$ cat src/rtl/pc_gen_if.sv
`default_nettype none
// ============================================================================
//  Module   : pc_gen_if
//  Purpose  : Bundles the request inputs and status outputs of pc_gen.
//             master : pipeline/control side (drives requests, sees PC).
//             slave  : pc_gen side.
//  Signals  : stall, flush/flush_target, branch_taken/branch_target,
//             Jump/jal_target, JumpR/jalr_target, call, ret   (to pc_gen)
//             pc, redirect, misalign_err/misalign_addr,
//             ras_top/ras_valid                                (from pc_gen)
//  Revision : 1.0 - initial release
// ============================================================================
interface pc_gen_if #(
  parameter int XLEN = 32
);
  logic            stall;
  logic            flush;
  logic [XLEN-1:0] flush_target;
  logic            branch_taken;
  logic [XLEN-1:0] branch_target;
  logic            Jump;
  logic [XLEN-1:0] jal_target;
  logic            JumpR;
  logic [XLEN-1:0] jalr_target;
  logic            call;
  logic            ret;
  logic [XLEN-1:0] pc;
  logic            redirect;
  logic            misalign_err;
  logic [XLEN-1:0] misalign_addr;
  logic [XLEN-1:0] ras_top;
  logic            ras_valid;

  modport master (
    output stall, flush, flush_target, branch_taken, branch_target,
           Jump, jal_target, JumpR, jalr_target, call, ret,
    input  pc, redirect, misalign_err, misalign_addr, ras_top, ras_valid
  );

  modport slave (
    input  stall, flush, flush_target, branch_taken, branch_target,
           Jump, jal_target, JumpR, jalr_target, call, ret,
    output pc, redirect, misalign_err, misalign_addr, ras_top, ras_valid
  );
endinterface
`default_nettype wire

$ cat src/rtl/pc_gen.sv
`default_nettype none
// ============================================================================
//  Module   : pc_gen
//  Purpose  : Fetch program-counter generator with flush/jump/branch
//             redirection, misaligned-target trapping and an optional
//             circular return-address stack.
//  Ports    : clk    - clock, rising edge
//             rst_n  - asynchronous active-low reset
//             bus    - pc_gen_if.slave (requests in, pc/status out)
//  Config   : define PC_GEN_RAS_EN to build the return-address stack;
//             otherwise ras_top/ras_valid are tied to zero.
//  Revision : 1.0 - initial release
// ============================================================================
module pc_gen #(
  parameter int              XLEN         = 32,
  parameter logic [XLEN-1:0] RESET_VECTOR = 32'h0000_0000,
  parameter logic [XLEN-1:0] TRAP_VECTOR  = 32'h0000_0100,
  parameter int              RAS_DEPTH    = 4
) (
  input wire logic   clk,
  input wire logic   rst_n,
  pc_gen_if.slave    bus
);

  localparam logic [XLEN-1:0] c_four = XLEN'(4);

  logic [XLEN-1:0] r_pc;
  logic            r_redirect;
  logic            r_misalign_err;
  logic [XLEN-1:0] r_misalign_addr;

  logic            w_adv;
  logic            w_take;
  logic [XLEN-1:0] w_tgt;
  logic            w_misal;
  logic [XLEN-1:0] w_pc_inc;

  assign w_adv    = ~bus.stall & ~bus.flush;
  assign w_pc_inc = r_pc + c_four;   // wraps silently modulo 2^XLEN

  // Control-transfer target selection: JumpR > Jump > branch.
  always_comb begin
    w_take = 1'b0;
    w_tgt  = '0;
    if (bus.JumpR) begin
      w_take = 1'b1;
      w_tgt  = bus.jalr_target;
    end else if (bus.Jump) begin
      w_take = 1'b1;
      w_tgt  = bus.jal_target;
    end else if (bus.branch_taken) begin
      w_take = 1'b1;
      w_tgt  = bus.branch_target;
    end
  end

  assign w_misal = w_take & (w_tgt[1:0] != 2'b00);

  // PC, redirect and misalignment reporting. flush wins over stall and is
  // never alignment-checked; stall freezes the PC but drops the pulses.
  always_ff @(posedge clk or negedge rst_n) begin
    if (!rst_n) begin
      r_pc            <= RESET_VECTOR;
      r_redirect      <= 1'b0;
      r_misalign_err  <= 1'b0;
      r_misalign_addr <= '0;
    end else if (bus.flush) begin
      r_pc           <= bus.flush_target;
      r_redirect     <= 1'b1;
      r_misalign_err <= 1'b0;
    end else if (bus.stall) begin
      r_redirect     <= 1'b0;
      r_misalign_err <= 1'b0;
    end else if (w_misal) begin
      r_pc            <= TRAP_VECTOR;
      r_redirect      <= 1'b1;
      r_misalign_err  <= 1'b1;
      r_misalign_addr <= w_tgt;
    end else if (w_take) begin
      r_pc           <= w_tgt;
      r_redirect     <= 1'b1;
      r_misalign_err <= 1'b0;
    end else begin
      r_pc           <= w_pc_inc;
      r_redirect     <= 1'b0;
      r_misalign_err <= 1'b0;
    end
  end

  assign bus.pc            = r_pc;
  assign bus.redirect      = r_redirect;
  assign bus.misalign_err  = r_misalign_err;
  assign bus.misalign_addr = r_misalign_addr;

`ifdef PC_GEN_RAS_EN
  localparam int                c_ptr_w = $clog2(RAS_DEPTH);
  localparam int                c_cnt_w = $clog2(RAS_DEPTH + 1);
  localparam logic [c_cnt_w-1:0] c_full = c_cnt_w'(RAS_DEPTH);
  localparam logic [c_cnt_w-1:0] c_one  = c_cnt_w'(1);
  localparam logic [c_ptr_w-1:0] c_pone = c_ptr_w'(1);

  logic [XLEN-1:0]    r_ras [RAS_DEPTH];
  logic [c_ptr_w-1:0] r_ptr;   // index of the current top entry
  logic [c_cnt_w-1:0] r_cnt;
  logic [c_ptr_w-1:0] w_ptr_up;
  logic               w_link_ok;
  logic               w_push;
  logic               w_pop;

  assign w_ptr_up  = r_ptr + c_pone;
  assign w_link_ok = w_adv & w_take & ~w_misal;
  assign w_push    = w_link_ok & (bus.Jump | bus.JumpR) & bus.call;
  assign w_pop     = w_link_ok & bus.JumpR & bus.ret;

  // Pushing when full lands on ptr+1, which is the oldest slot, so the
  // circular overwrite falls out of the pointer arithmetic.
  always_ff @(posedge clk or negedge rst_n) begin
    if (!rst_n) begin
      r_ptr <= '0;
      r_cnt <= '0;
      for (int i = 0; i < RAS_DEPTH; i++) begin
        r_ras[i] <= '0;
      end
    end else if (w_push && w_pop) begin
      r_ras[r_ptr] <= w_pc_inc;
    end else if (w_push) begin
      r_ras[w_ptr_up] <= w_pc_inc;
      r_ptr           <= w_ptr_up;
      if (r_cnt != c_full) begin
        r_cnt <= r_cnt + c_one;
      end
    end else if (w_pop && (r_cnt != '0)) begin
      r_ptr <= r_ptr - c_pone;
      r_cnt <= r_cnt - c_one;
    end
  end

  assign bus.ras_valid = (r_cnt != '0);
  assign bus.ras_top   = (r_cnt != '0) ? r_ras[r_ptr] : '0;
`else
  assign bus.ras_valid = 1'b0;
  assign bus.ras_top   = '0;
`endif

endmodule
`default_nettype wire

$ cat src/flat_wrapper.sv
// flat-port wrapper written by rule: the top's interface ports become plain ports
module pc_gen_flat 
#(
  parameter int              XLEN         = 32,
  parameter logic [XLEN-1:0] RESET_VECTOR = 32'h0000_0000,
  parameter logic [XLEN-1:0] TRAP_VECTOR  = 32'h0000_0100,
  parameter int              RAS_DEPTH    = 4
)
  (clk, rst_n, bus_stall, bus_flush, bus_flush_target, bus_branch_taken, bus_branch_target, bus_Jump, bus_jal_target, bus_JumpR, bus_jalr_target, bus_call, bus_ret, bus_pc, bus_redirect, bus_misalign_err, bus_misalign_addr, bus_ras_top, bus_ras_valid);
  pc_gen_if #(.XLEN(XLEN)) bus_i ();
  input wire logic clk;
  input wire logic rst_n;
  input wire logic [$bits(bus_i.stall)-1:0] bus_stall;
  input wire logic [$bits(bus_i.flush)-1:0] bus_flush;
  input wire logic [$bits(bus_i.flush_target)-1:0] bus_flush_target;
  input wire logic [$bits(bus_i.branch_taken)-1:0] bus_branch_taken;
  input wire logic [$bits(bus_i.branch_target)-1:0] bus_branch_target;
  input wire logic [$bits(bus_i.Jump)-1:0] bus_Jump;
  input wire logic [$bits(bus_i.jal_target)-1:0] bus_jal_target;
  input wire logic [$bits(bus_i.JumpR)-1:0] bus_JumpR;
  input wire logic [$bits(bus_i.jalr_target)-1:0] bus_jalr_target;
  input wire logic [$bits(bus_i.call)-1:0] bus_call;
  input wire logic [$bits(bus_i.ret)-1:0] bus_ret;
  output wire logic [$bits(bus_i.pc)-1:0] bus_pc;
  output wire logic [$bits(bus_i.redirect)-1:0] bus_redirect;
  output wire logic [$bits(bus_i.misalign_err)-1:0] bus_misalign_err;
  output wire logic [$bits(bus_i.misalign_addr)-1:0] bus_misalign_addr;
  output wire logic [$bits(bus_i.ras_top)-1:0] bus_ras_top;
  output wire logic [$bits(bus_i.ras_valid)-1:0] bus_ras_valid;
  assign bus_i.stall = bus_stall;
  assign bus_i.flush = bus_flush;
  assign bus_i.flush_target = bus_flush_target;
  assign bus_i.branch_taken = bus_branch_taken;
  assign bus_i.branch_target = bus_branch_target;
  assign bus_i.Jump = bus_Jump;
  assign bus_i.jal_target = bus_jal_target;
  assign bus_i.JumpR = bus_JumpR;
  assign bus_i.jalr_target = bus_jalr_target;
  assign bus_i.call = bus_call;
  assign bus_i.ret = bus_ret;
  assign bus_pc = bus_i.pc;
  assign bus_redirect = bus_i.redirect;
  assign bus_misalign_err = bus_i.misalign_err;
  assign bus_misalign_addr = bus_i.misalign_addr;
  assign bus_ras_top = bus_i.ras_top;
  assign bus_ras_valid = bus_i.ras_valid;
  pc_gen #(.XLEN(XLEN), .RESET_VECTOR(RESET_VECTOR), .TRAP_VECTOR(TRAP_VECTOR), .RAS_DEPTH(RAS_DEPTH)) u_core (.clk(clk), .rst_n(rst_n), .bus(bus_i));
endmodule
$ cat config.mk
export PLATFORM = sky130hd
export DESIGN_NAME = pc_gen_flat
export DESIGN_NICKNAME = d
export VERILOG_FILES = /design/src/rtl/pc_gen_if.sv /design/src/rtl/pc_gen.sv /design/src/flat_wrapper.sv
export SDC_FILE = /design/constraint.sdc
export NUM_CORES = 1
export LEC_CHECK = 0
export CORE_ASPECT_RATIO = 1.1
export CORE_UTILIZATION = 31
export DETAILED_ROUTE_END_ITERATION = 6
export PLACE_DENSITY = 0.66
export SYNTH_ARGS = -nofsm -noshare
export SYNTH_HDL_FRONTEND = slang
export SYNTH_SLANG_ARGS = --single-unit
$ cat constraint.sdc
create_clock -name clk -period 2.06 [get_ports clk]
set_input_delay 0.412 -clock clk [delete_from_list [all_inputs] [get_ports clk]]
set_output_delay 0.412 -clock clk [all_outputs]
set_load 0.02 [all_outputs]
After elaboration in Yosys (flattened, before gate mapping) --
Index checks and enable logic that the tools add are counted.
Operators by class: reduce and logical (&&, ||, !) cells 2, order comparisons 0, $add $sub $neg 1, multiplexer cells 17, bitwise operators 3, $mul 0, shift operators 0, div/mod/pow operators 0, equality and inequality tests 1
Operator list (count):
- $mux 32 | 7
- $add 32x3->32 const B | 1
- $mux 1 | 10
- $reduce_and 3->1 | 1
- $ne 2x1->1 const B | 1
- $not 1->1 | 2
- $reduce_bool 2->1 | 1
- $and 1x1->1 | 1
Word-level totals: memories 0, bits in registers 66, bits in writable memories 0, latch bits 0, bits in read-only memories 0, input bits 137

Logic depth before layout (Yosys ltp) --
Gate-level depths: netlist of the first run.
depth after elaboration 8, gate-level depth with buffers 8

Worst setup path after synthesis of the first run --
Ideal clock, no wire load.
kind register to register, start point register u_core.r_pc[2], in the netlist u_core.bus.pc[2], end point register u_core.r_pc[28], in the netlist u_core.bus.pc[28], buffers on the path 0, setup slack 232 ps, stages on the path, launching flop included 7, data arrival time 1689 ps, cell sequence dfrtp_1 > ha_1 > nand4_1 > nor4_1 > nand4_1 > xor2_1 > o221ai_1
Between the ends: longest elaborated chain between the ends 5
RTL lines:
- from (decl) | RTL line pc_gen.sv:27 | logic [XLEN-1:0] r_pc;
- from (signal assigned) | RTL line pc_gen.sv:68 | r_pc <= bus.flush_target;
- from (signal assigned) | RTL line pc_gen.sv:80 | r_pc <= w_tgt;
- from (signal assigned) | RTL line pc_gen.sv:84 | r_pc <= w_pc_inc;
- $add 32x3->32 | RTL line pc_gen.sv:39 | assign w_pc_inc = r_pc + c_four;
- $mux 32 | RTL line pc_gen.sv:79 | end else if (w_take) begin
- $mux 32 | RTL line pc_gen.sv:74 | end else if (w_misal) begin
- $mux 32 | RTL line pc_gen.sv:71 | end else if (bus.stall) begin
- $mux 32 | RTL line pc_gen.sv:67 | end else if (bus.flush) begin
Every way passes these cells. The select of a mux whose other input is x is not followed. A chain may end at the register's enable or synchronous reset.

Final worst setup path of the first run --
start point register u_core.r_pc[14], in the netlist u_core.bus.pc[14], end point output port bus_pc[14]
RTL lines:
- to (decl) | RTL line flat_wrapper.sv:24 | output wire logic [$bits(bus_i.pc)-1:0] bus_pc;
No word-level cell between the ends.

==> results of run 1 <==
-- cell usage in the layout (no fill, tap or decap), drive strengths merged, types with 3 or more instances in the layout --
| master | instances |
|---|---|
| a2bb2oi | 3 |
| inv | 7 |
| nand2 | 76 |
| and3 | 4 |
| nand3b | 3 |
| mux2 | 7 |
| nand3 | 10 |
| o221ai | 20 |
| clkdlybuf4s50 | 196 |
| buf | 39 |
| and2 | 3 |
| a31oi | 3 |
| clkbuf | 11 |
| xor2 | 8 |
| conb | 33 |
| a221o | 23 |
| a21oi | 27 |
| nor3 | 11 |
| a22oi | 9 |
| and4 | 5 |
| nor2 | 31 |
| nand4 | 12 |
| dfrtp | 66 |
| a221oi | 9 |
| xnor2 | 16 |
| nor4 | 7 |
| o21ai | 61 |
-- power by group through the flow --
stage / clock network (mW) / registers, mW / logic (mW)
3_5_place_dp: 0 / 1.67 / 1.58
5_1_grt: 1.77 / 1.68 / 1.70
4_1_cts: 1.70 / 1.65 / 1.59
2_1_floorplan: 0 / 1.86 / 0.527
3_3_place_gp: 0 / 1.66 / 1.56
6_report: 1.68 / 1.65 / 1.59
-- cell families (layout without fill, tap and decap cells) --
family          after synthesis  count (layout)
xor+xnor                     24              24
buf+inv                      77             259
mux                           7               7
simple gates                168             168
fa+ha+maj                     1               1
other cells                   1              33
flops                        66              66
compound gates              160             160
-- flip-flops by register name, summed over array words and instances, names as in the netlist --
register	count
u_core.bus.redirect	1
u_core.bus.misalign_err	1
u_core.bus.pc	32
u_core.bus.misalign_addr	32
-- through the flow --
stage                     instance area (µm²)  power, mW  setup slack, ps  TNS, ps
final                                    7033      4.919            125.4        0
after global routing                     7033      5.150            19.55        0
after CTS                                6969      4.938            17.67        0
after detailed placement                 6636      3.248           -344.0   -15810
after global placement                   6636      3.221           -283.4   -12710
after floorplan                          4503      2.391            232.3        0
-- what timing repair did --
item / in CTS / in global routing
endpoints found under the setup margin: 1 / 42
pin swaps: 0 / 2
gates resized for setup: 1 / 12
cloned: 0 / 1
-- synthesized netlist by cell type (2+ instances only) --
| library cell | count |
|---|---|
| sky130_fd_sc_hd__o21ai_0 | 56 |
| sky130_fd_sc_hd__nor4_4 | 2 |
| sky130_fd_sc_hd__a2bb2oi_2 | 2 |
| sky130_fd_sc_hd__nand3b_1 | 3 |
| sky130_fd_sc_hd__nor3_2 | 3 |
| sky130_fd_sc_hd__buf_4 | 36 |
| sky130_fd_sc_hd__a22o_1 | 2 |
| sky130_fd_sc_hd__nor2_1 | 30 |
| sky130_fd_sc_hd__a21oi_1 | 27 |
| sky130_fd_sc_hd__o221ai_1 | 20 |
| sky130_fd_sc_hd__clkbuf_1 | 17 |
| sky130_fd_sc_hd__a221o_1 | 23 |
| sky130_fd_sc_hd__o21ai_1 | 4 |
| sky130_fd_sc_hd__nand4_1 | 11 |
| sky130_fd_sc_hd__xnor2_1 | 16 |
| sky130_fd_sc_hd__and3_1 | 4 |
| sky130_fd_sc_hd__dfrtp_1 | 66 |
| sky130_fd_sc_hd__inv_1 | 6 |
| sky130_fd_sc_hd__buf_6 | 3 |
| sky130_fd_sc_hd__nand2_1 | 75 |
| sky130_fd_sc_hd__a31oi_1 | 3 |
| sky130_fd_sc_hd__and3b_1 | 2 |
| sky130_fd_sc_hd__buf_2 | 11 |
| sky130_fd_sc_hd__a221oi_1 | 9 |
| sky130_fd_sc_hd__and4_1 | 5 |
| sky130_fd_sc_hd__nand3_1 | 10 |
| sky130_fd_sc_hd__nor3_1 | 8 |
| sky130_fd_sc_hd__mux2_2 | 6 |
| sky130_fd_sc_hd__buf_1 | 3 |
| sky130_fd_sc_hd__a22oi_1 | 9 |
| sky130_fd_sc_hd__and2_1 | 3 |
| sky130_fd_sc_hd__nor4_2 | 4 |
| sky130_fd_sc_hd__xor2_1 | 8 |
-- path summary, 6_finish.rpt --
path                                              from                            to  depth (start not counted)
setup / recovery                     u_core.bus.pc[14]                    bus_pc[14]                          1
max in group asynchronous                        rst_n  u_core.bus.misalign_addr[13]                          2
setup reg to reg                      u_core.bus.pc[7]             u_core.bus.pc[23]                          5
hold reg to reg            u_core.bus.misalign_addr[0]   u_core.bus.misalign_addr[0]                          2
hold / removal                                   rst_n             u_core.bus.pc[20]                          2
min in group clk                             bus_flush              u_core.bus.pc[5]                          2
-- final cells by class --
type / count / share of cell area, %
tap: 188 / 3.345
sequential: 66 / 23.48
multi-input combinational: 393 / 34.48
clock buffer: 10 / 3.398
inverter: 6 / 0.3202
timing repair buffer: 237 / 33.71
clock inverter: 6 / 1.263
-- routing by layer --
layer / share of wire, % / track usage [%] / up-vias
met5: 0 / 0 / -
met4: 2.7 / 8.021 / 0
met3: 7.0 / 5.542 / 27
met2: 52 / 40.79 / 200
met1: 38 / 26.36 / 2198
li1: - / - / 2213
==> reports/summary.json, run 1 <==
{
  "pwr": {
    "power.static_leakage_nw": 2.836,
    "p_comb_share_pct": 32.4,
    "power-per-cell-area_nw_per_um2": 699.4,
    "p_sw_share_pct": 31.40,
    "power.sequential.fraction_pct": 33.5,
    "power.switching_mw": 1.544,
    "clkPwrFrac_pct": 34.1,
    "ir_worst_vdd_mv": 0.4905,
    "p_int_mw": 3.374
  },
  "worst_setup_path": {
    "crit_path_start_kind": "flop",
    "cp.buffers_inverters": 1,
    "crit_type": "flop to output port",
    "cp.required_ps": 1650,
    "worst_path_arrival_time_ps": 1520,
    "worstPathCellList": "clkdlybuf4s50_1",
    "regToRegSetupSlack_ps": 130,
    "crit_path_top_delay_cell": "sky130_fd_sc_hd__clkdlybuf4s50_1",
    "critical-path-max-stage-delay_ps": 670,
    "path_delay_family": "buffers and inverters",
    "crit_end_category": "output port",
    "critical_path_peak_fanout": 9
  },
  "yosys": {
    "synth-warning-count": 0,
    "synth_edf_count": 0,
    "yosysSeqAreaShare_pct": 37.68,
    "avgSynthCellArea_um2": 8.696,
    "post_synth_main_area_contributors": "sky130_fd_sc_hd__dfrtp_1 (38%), sky130_fd_sc_hd__nand2_1 (6.4%), sky130_fd_sc_hd__o21ai_0 (6.4%)",
    "synth-main-ff-cell": "sky130_fd_sc_hd__dfrtp_1",
    "postSynthRegisterBits": 66,
    "synth_top_family_by_area": "compound AO/OA/AOI/OAI gates",
    "synthSimpleGateAreaFrac_pct": 19.64,
    "synth-xor-area-share_pct": 4.796,
    "synth.largest_area_cell": "sky130_fd_sc_hd__dfrtp_1",
    "yosys-mux-area-fraction_pct": 1.884,
    "yosys.cell_types.count": 50,
    "postSynth.asyncResetShare_pct": 100.0,
    "syn_inst": 504,
    "netlist_area_um2": 4383,
    "synthAdderAreaFrac_pct": 0.2855,
    "yosys.area.top_type_share_pct": 37.68,
    "synth_compound_gate_area_share_pct": 24.98
  },
  "final_layout": {
    "syn_to_final_growth_pct": 60.46,
    "final_nets": 851,
    "seqCellArea_um2": 1652,
    "final_util_pct": 50.98,
    "multi_input_area_um2": 2425,
    "layout-drive-gt1-share_pct": 11.56,
    "nFillCells": 1280,
    "insertedDiodeCount": 0,
    "layoutNonFillerInstCount": 906
  },
  "placed_design": {
    "routabilityCongestion": 0.8989,
    "dpl.cell_count": 889,
    "buffer_ports.inserted": 200,
    "dp.final_hpwl_um": 12740
  },
  "floorplanning": {
    "core_area_um2": 13790,
    "initial_core_utilization_pct": 31.77,
    "fp.dieW_um": 115.4,
    "die_h_um": 126.7,
    "fp.dieArea_um2": 14620,
    "ios": 236,
    "core.rowCount": 45
  },
  "global_route": {
    "overflow": 0,
    "vias_in_the_first_global_route": 4703,
    "initial_antenna_violation_count": 0,
    "gr-usage-all-layers_pct": 22.90,
    "grt_max_degree": 67,
    "grt_pass1_wl_um": 25560
  },
  "timing": {
    "worst_slew_pin_slew_ps": 557.6,
    "hold_ws_ps": 94.43,
    "rsz0062_at_grt": "no",
    "layout_worst_path_cycle_share_pct": 93.91,
    "max_freq_mhz": 516.9,
    "fin_crit_ps": 1935,
    "slew_headroom_pct": 62.43,
    "setup_viol": 0,
    "hold_violations": 0,
    "clock_tree_skew_after_final_layout_ps": 5.254,
    "maxSlewViolCount": 0
  },
  "cts": {
    "clk_pin_slew_ps": 60,
    "later_pin_clock_latency_in_the_skew_report_ps": 330,
    "numCtsBuffers": 9,
    "cts_hold_repair.buffers": 0,
    "tritoncts": "done",
    "clkSinkCount": 66,
    "cts_htree_levels": 3,
    "clockRootBuffer": "sky130_fd_sc_hd__clkbuf_16",
    "postCtsSetupRepairBufs": 0,
    "clock_path_buffers": 2
  },
  "flow_run": {
    "timing.max_cap.violations": 0
  },
  "routing": {
    "vias": 4638,
    "route.final.wire_length_um": 16410,
    "routed_wire_length_per_instance_um": 18.11,
    "drcViolationCount": 0,
    "dr.pass1.iters": 5,
    "vias_per_cell": 5.119,
    "antenna_left": 0,
    "detailedRoute.firstIterationViolations": 258
  },
  "status": {
    "run_status": "complete, no violations"
  },
  "hold_path": {
    "path_class_of_the_lowest_slack_min_delay_path": "input port to asynchronous set/reset pin"
  }
}
(Power assumes the default switching activity.)
==> run 2, diff against run 1 <==
--- a/config.mk
+++ b/config.mk
@@ -5,7 +5,7 @@
 export SDC_FILE = /design/constraint.sdc
 export NUM_CORES = 1
 export LEC_CHECK = 0
-export CORE_ASPECT_RATIO = 1.1
+export CORE_ASPECT_RATIO = 0.5
 export CORE_UTILIZATION = 31
 export DETAILED_ROUTE_END_ITERATION = 6
 export PLACE_DENSITY = 0.66
==> reports/summary.json, run 2 (same netlist as run 1, synthesis figures left out) <==
{
  "timing": {
    "hold_ws_ps": 67.16,
    "slew_headroom_pct": 64.36,
    "max_freq_mhz": 507.8,
    "maxSlewViolCount": 0,
    "layout_worst_path_cycle_share_pct": 95.60,
    "clock_tree_skew_after_final_layout_ps": 7.966,
    "setup_viol": 0,
    "hold_violations": 0,
    "rsz0062_at_grt": "no",
    "worst_slew_pin_slew_ps": 529.0,
    "fin_crit_ps": 1969,
    "setup-tns-final_ps": 0
  },
  "cts": {
    "clkSinkCount": 66,
    "cts_htree_levels": 3,
    "clockRootBuffer": "sky130_fd_sc_hd__clkbuf_16",
    "cts_hold_repair.buffers": 0,
    "clk_pin_slew_ps": 60,
    "clock_path_buffers": 2,
    "tritoncts": "done",
    "numCtsBuffers": 9,
    "later_pin_clock_latency_in_the_skew_report_ps": 330
  },
  "worst_setup_path": {
    "crit_end_category": "flop",
    "crit_path_start_kind": "flop",
    "cp.required_ps": 2270,
    "worst_path_arrival_time_ps": 2170,
    "crit_type": "flop to flop",
    "worstPathCellList": "ha_1 > nand4_1 > nor4_1 > buf_4 > nand4_1 > xor2_1 > o21ai_1",
    "critical_path_peak_fanout": 5,
    "crit_path_top_delay_cell": "sky130_fd_sc_hd__dfrtp_1",
    "critical-path-max-stage-delay_ps": 410,
    "cp.buffers_inverters": 1,
    "cp_common_cell": "sky130_fd_sc_hd__nand4_1",
    "path_delay_family": "simple AND/OR/NAND/NOR gates"
  },
  "routing": {
    "antenna_left": 0,
    "routed_wire_length_per_instance_um": 17.32,
    "route.final.wire_length_um": 15810,
    "vias_per_cell": 5.076,
    "dr.pass1.iters": 5,
    "detailedRoute.firstIterationViolations": 382,
    "vias": 4634,
    "drcViolationCount": 0
  },
  "floorplanning": {
    "core_area_um2": 13660,
    "fp.dieArea_um2": 14650,
    "ios": 236,
    "core.rowCount": 30,
    "fp.dieW_um": 170.2,
    "die_h_um": 86.08,
    "initial_core_utilization_pct": 32.08
  },
  "placed_design": {
    "dp.final_hpwl_um": 12320,
    "routabilityCongestion": 0.8250,
    "buffer_ports.inserted": 200
  },
  "global_route": {
    "vias_in_the_first_global_route": 4306,
    "met3_usage_grt_pct": 4.430,
    "grt.met1_usage_pct": 31.13,
    "grt_max_degree": 65,
    "overflow": 0,
    "initial_antenna_violation_count": 1,
    "gr-usage-all-layers_pct": 22.09,
    "grt_pass1_wl_um": 24670,
    "gr-max-usage-layer": "met2",
    "gr-usage-met2_pct": 35.17
  },
  "pwr": {
    "power-per-cell-area_nw_per_um2": 687.9,
    "ir_worst_vdd_mv": 0.4532,
    "power.static_leakage_nw": 2.836
  },
  "flow_run": {
    "timing.max_cap.violations": 0
  },
  "hold_path": {
    "path_class_of_the_lowest_slack_min_delay_path": "input port to asynchronous set/reset pin"
  },
  "status": {
    "run_status": "complete, no violations"
  },
  "final_layout": {
    "layout_common_cells": "sky130_fd_sc_hd__clkdlybuf4s50_1 (197), sky130_fd_sc_hd__nand2_1 (75), sky130_fd_sc_hd__dfrtp_1 (66)",
    "final_util_pct": 51.39,
    "layout-drive-gt1-share_pct": 11.53,
    "syn_to_final_growth_pct": 60.21,
    "final_nets": 853,
    "layout_commonest_cell": "sky130_fd_sc_hd__clkdlybuf4s50_1",
    "nFillCells": 1249
  }
}
run 2: where the power goes:
| group | leakage [nW] | internal [mW] | total [mW] | switching, mW |
|---|---|---|---|---|
| logic | 1.87 | 0.803 | 1.58 | 0.781 |
| registers | 0.817 | 1.48 | 1.63 | 0.153 |
| clock network | 0.153 | 1.01 | 1.61 | 0.602 |
run 2: worst paths after layout:
check,cells past startpoint,slack [ps],start,end
worst max-delay path,7,90,u_core.bus.pc[3],u_core.bus.pc[30]
worst min-delay path,1,70,rst_n,u_core.bus.misalign_addr[17]
worst max register to register,7,90,u_core.bus.pc[3],u_core.bus.pc[30]
worst min register to register,2,480,u_core.bus.misalign_addr[11],u_core.bus.misalign_addr[11]
max in group asynchronous,2,1440,rst_n,u_core.bus.pc[16]
min in group clk,4,440,bus_flush,u_core.bus.misalign_addr[0]
run 2: what timing repair did:
item,in CTS,in global routing
cloned,0,0
pin swaps,0,1
setup endpoints to repair,1,11
gates resized for setup,1,6
buffers inserted,0,1
run 2: area by class of cell:
type | count | area (µm²) | share of cell area [%]
multi-input cells | 393 | 2435 | 34.68
inverters | 6 | 22.52 | 0.3207
diodes | 1 | 2.502 | 0.03564
flip-flops and latches | 66 | 1652 | 23.52
well taps | 192 | 240.2 | 3.421
clock inverters | 5 | 60.06 | 0.8553
clock buffers | 11 | 252.7 | 3.599
repair buffers | 239 | 2357 | 33.57
run 2: stage by stage:
step / worst slack (ps) / area (µm²) / instances / power, mW
5_1_grt: 21.40 / 7022 / 913 / 5.061
2_1_floorplan: 232.3 / 4503 / 536 / 2.391
3_3_place_gp: -320.4 / 6659 / 895 / 3.208
4_1_cts: 75.91 / 6972 / 911 / 4.850
6_report: 90.74 / 7022 / 913 / 4.831
3_5_place_dp: -364.0 / 6659 / 895 / 3.228
run 2: metal layers:
metal	share of wire, %	vias to the layer above
li1	-	2217
met1	47	2238
met2	46	166
met3	6.4	13
met4	0.97	0
met5	0	-
==> run 3, diff against run 2 <==
--- a/config.mk
+++ b/config.mk
@@ -7,6 +7,7 @@
 export LEC_CHECK = 0
 export CORE_ASPECT_RATIO = 0.5
 export CORE_UTILIZATION = 31
+export CTS_CLUSTER_SIZE = 28
 export DETAILED_ROUTE_END_ITERATION = 6
 export PLACE_DENSITY = 0.66
 export SYNTH_ARGS = -nofsm -noshare
==> constraint.sdc (replaced) <==
create_clock -name clk -period 2.06 [get_ports clk]
set_input_delay 0.412 -clock clk [delete_from_list [all_inputs] [get_ports clk]]
set_output_delay 0.412 -clock clk [all_outputs]
set_load 0.01 [all_outputs]
==> reports/summary.json, run 3 (same netlist as run 1, synthesis figures left out) <==
{
  "cts": {
    "tritoncts": "done",
    "numCtsBuffers": 9,
    "clockRootBuffer": "sky130_fd_sc_hd__clkbuf_16",
    "cts_htree_levels": 3,
    "clk_pin_slew_ps": 60,
    "cts_hold_repair.buffers": 0,
    "clkSinkCount": 66,
    "later_pin_clock_latency_in_the_skew_report_ps": 330,
    "clock_path_buffers": 2
  },
  "pwr": {
    "p_int_mw": 3.208,
    "power.sequential.fraction_pct": 35.9,
    "power-per-cell-area_nw_per_um2": 652.0,
    "power.static_leakage_nw": 2.819,
    "power.switching_mw": 1.346,
    "p_sw_share_pct": 29.55,
    "total_chip_power_mw": 4.554,
    "p_comb_share_pct": 31.0,
    "ir_worst_vdd_mv": 0.2960,
    "clkPwrFrac_pct": 33.1
  },
  "placed_design": {
    "routabilityCongestion": 0.8316,
    "dp.final_hpwl_um": 12310,
    "dpl.cell_count": 895,
    "dpl-instance-area_um2": 6659,
    "buffer_ports.inserted": 200
  },
  "timing": {
    "layout_worst_path_cycle_share_pct": 95.62,
    "rsz0062_at_grt": "no",
    "fin_crit_ps": 1970,
    "slew_headroom_pct": 64.26,
    "setup_viol": 0,
    "setup-tns-final_ps": 0,
    "worst_slew_pin_slew_ps": 536.2,
    "hold_violations": 0,
    "hold_ws_ps": 58.82,
    "maxSlewViolCount": 0,
    "max_freq_mhz": 507.7,
    "clock_tree_skew_after_final_layout_ps": 4.370
  },
  "global_route": {
    "overflow": 0,
    "vias_in_the_first_global_route": 4436,
    "grt_max_degree": 65,
    "initial_antenna_violation_count": 0,
    "grt_pass1_wl_um": 24870,
    "gr-usage-all-layers_pct": 22.17
  },
  "worst_setup_path": {
    "cp.required_ps": 2270,
    "critical-path-max-stage-delay_ps": 600,
    "cp.buffers_inverters": 4,
    "critical_path_peak_fanout": 14,
    "worstPathCellList": "clkdlybuf4s50_1 > buf_4 > buf_4 > nor3_2 > buf_12 > a21oi_1 > nor3b_1 > a221o_1",
    "worst_path_arrival_time_ps": 2180,
    "crit_path_start_kind": "input port",
    "crit_end_category": "flop",
    "crit_path_top_delay_cell": "sky130_fd_sc_hd__clkdlybuf4s50_1",
    "path_delay_family": "buffers and inverters",
    "crit_type": "input port to flop",
    "cp_common_cell": "sky130_fd_sc_hd__buf_4"
  },
  "routing": {
    "route.final.wire_length_um": 15940,
    "drcViolationCount": 0,
    "top_signal_layer_used": "met4",
    "routed_wire_length_per_instance_um": 17.48,
    "wl_met1_um": 7426,
    "vias": 4623,
    "vias_per_cell": 5.069,
    "met3RoutedLength_um": 984,
    "detailedRoute.firstIterationViolations": 263,
    "wl_met2_um": 7310,
    "antenna_left": 0,
    "dr.pass1.iters": 5
  },
  "floorplanning": {
    "die_h_um": 86.08,
    "fp.dieW_um": 170.2,
    "ios": 236,
    "fp.dieArea_um2": 14650,
    "core_area_um2": 13660,
    "initial_core_utilization_pct": 32.08,
    "core.rowCount": 30
  },
  "status": {
    "run_status": "complete, no violations"
  },
  "final_layout": {
    "insertedDiodeCount": 0,
    "syn_to_final_growth_pct": 59.38,
    "seqCellArea_um2": 1653,
    "layout_common_cells": "sky130_fd_sc_hd__clkdlybuf4s50_1 (197), sky130_fd_sc_hd__nand2_1 (74), sky130_fd_sc_hd__dfrtp_1 (65)",
    "layoutNonFillerInstCount": 912,
    "layout-drive-gt1-share_pct": 11.81,
    "final_nets": 853,
    "design_area_um2": 6985,
    "multi_input_area_um2": 2426,
    "nFillCells": 1303,
    "layout_commonest_cell": "sky130_fd_sc_hd__clkdlybuf4s50_1"
  },
  "flow_run": {
    "timing.max_cap.violations": 0
  },
  "hold_path": {
    "path_class_of_the_lowest_slack_min_delay_path": "input port to asynchronous set/reset pin"
  }
}
==> run 3: cell count changes in the layout (fill, tap and decap cells not counted), moves of 2 or more <==
cell / change
sky130_fd_sc_hd__clkbuf_8: -2
sky130_fd_sc_hd__clkinv_2: +3
sky130_fd_sc_hd__inv_6: -2
sky130_fd_sc_hd__o21ai_0: -2
sky130_fd_sc_hd__o21ai_1: +2
==> run 3: stage by stage <==
stage               util (%)  setup WS [ps]
floorplan                  -          318.1
global placement       48.74         -282.7
detailed placement     48.74         -329.8
CTS                    50.87          27.45
global route           51.13          8.690
finish                 51.13          90.14
==> run 3: path summary, 6_finish.rpt <==
kind	start	end	slack [ps]	cells after the start
worst min register to register	u_core.bus.misalign_addr[19]	u_core.bus.misalign_addr[19]	480	2
min in group clk	bus_flush	u_core.bus.misalign_addr[0]	430	4
max in group asynchronous	rst_n	u_core.bus.misalign_addr[30]	1440	2
worst min-delay path	rst_n	u_core.bus.misalign_addr[17]	60	1
worst max register to register	u_core.bus.pc[3]	u_core.bus.pc[30]	150	7
worst max-delay path	bus_Jump	u_core.bus.pc[10]	90	8
==> run 3: metal layers <==
layer / up-vias / GRT usage (%)
li1: 2222 / -
met1: 2233 / 30.05
met2: 150 / 35.02
met3: 18 / 5.999
met4: 0 / 5.487
met5: - / 0
==> run 3: timing repair <==
item / in CTS / in global routing
setup buffers: 0 / 1
resized for setup: 1 / 9
setup endpoints to repair: 1 / 17
==> run 3: layout make-up <==
| type | instances | area share [%] |
|---|---|---|
| clock inverter | 6 | 0.8239 |
| multi-input combinational | 393 | 34.73 |
| clock buffer | 10 | 3.278 |
| timing repair buffer | 239 | 33.75 |
| inverter | 6 | 0.3224 |
| tap | 192 | 3.439 |
| sequential | 66 | 23.66 |
==> run 3: power by group through the flow <==
stage / logic (mW) / registers [mW] / clock network, mW
6_report: 1.41 / 1.64 / 1.51
5_1_grt: 1.51 / 1.66 / 1.60
4_1_cts: 1.41 / 1.63 / 1.53
3_5_place_dp: 1.40 / 1.65 / 0
3_3_place_gp: 1.39 / 1.65 / 0
2_1_floorplan: 0.499 / 1.72 / 0
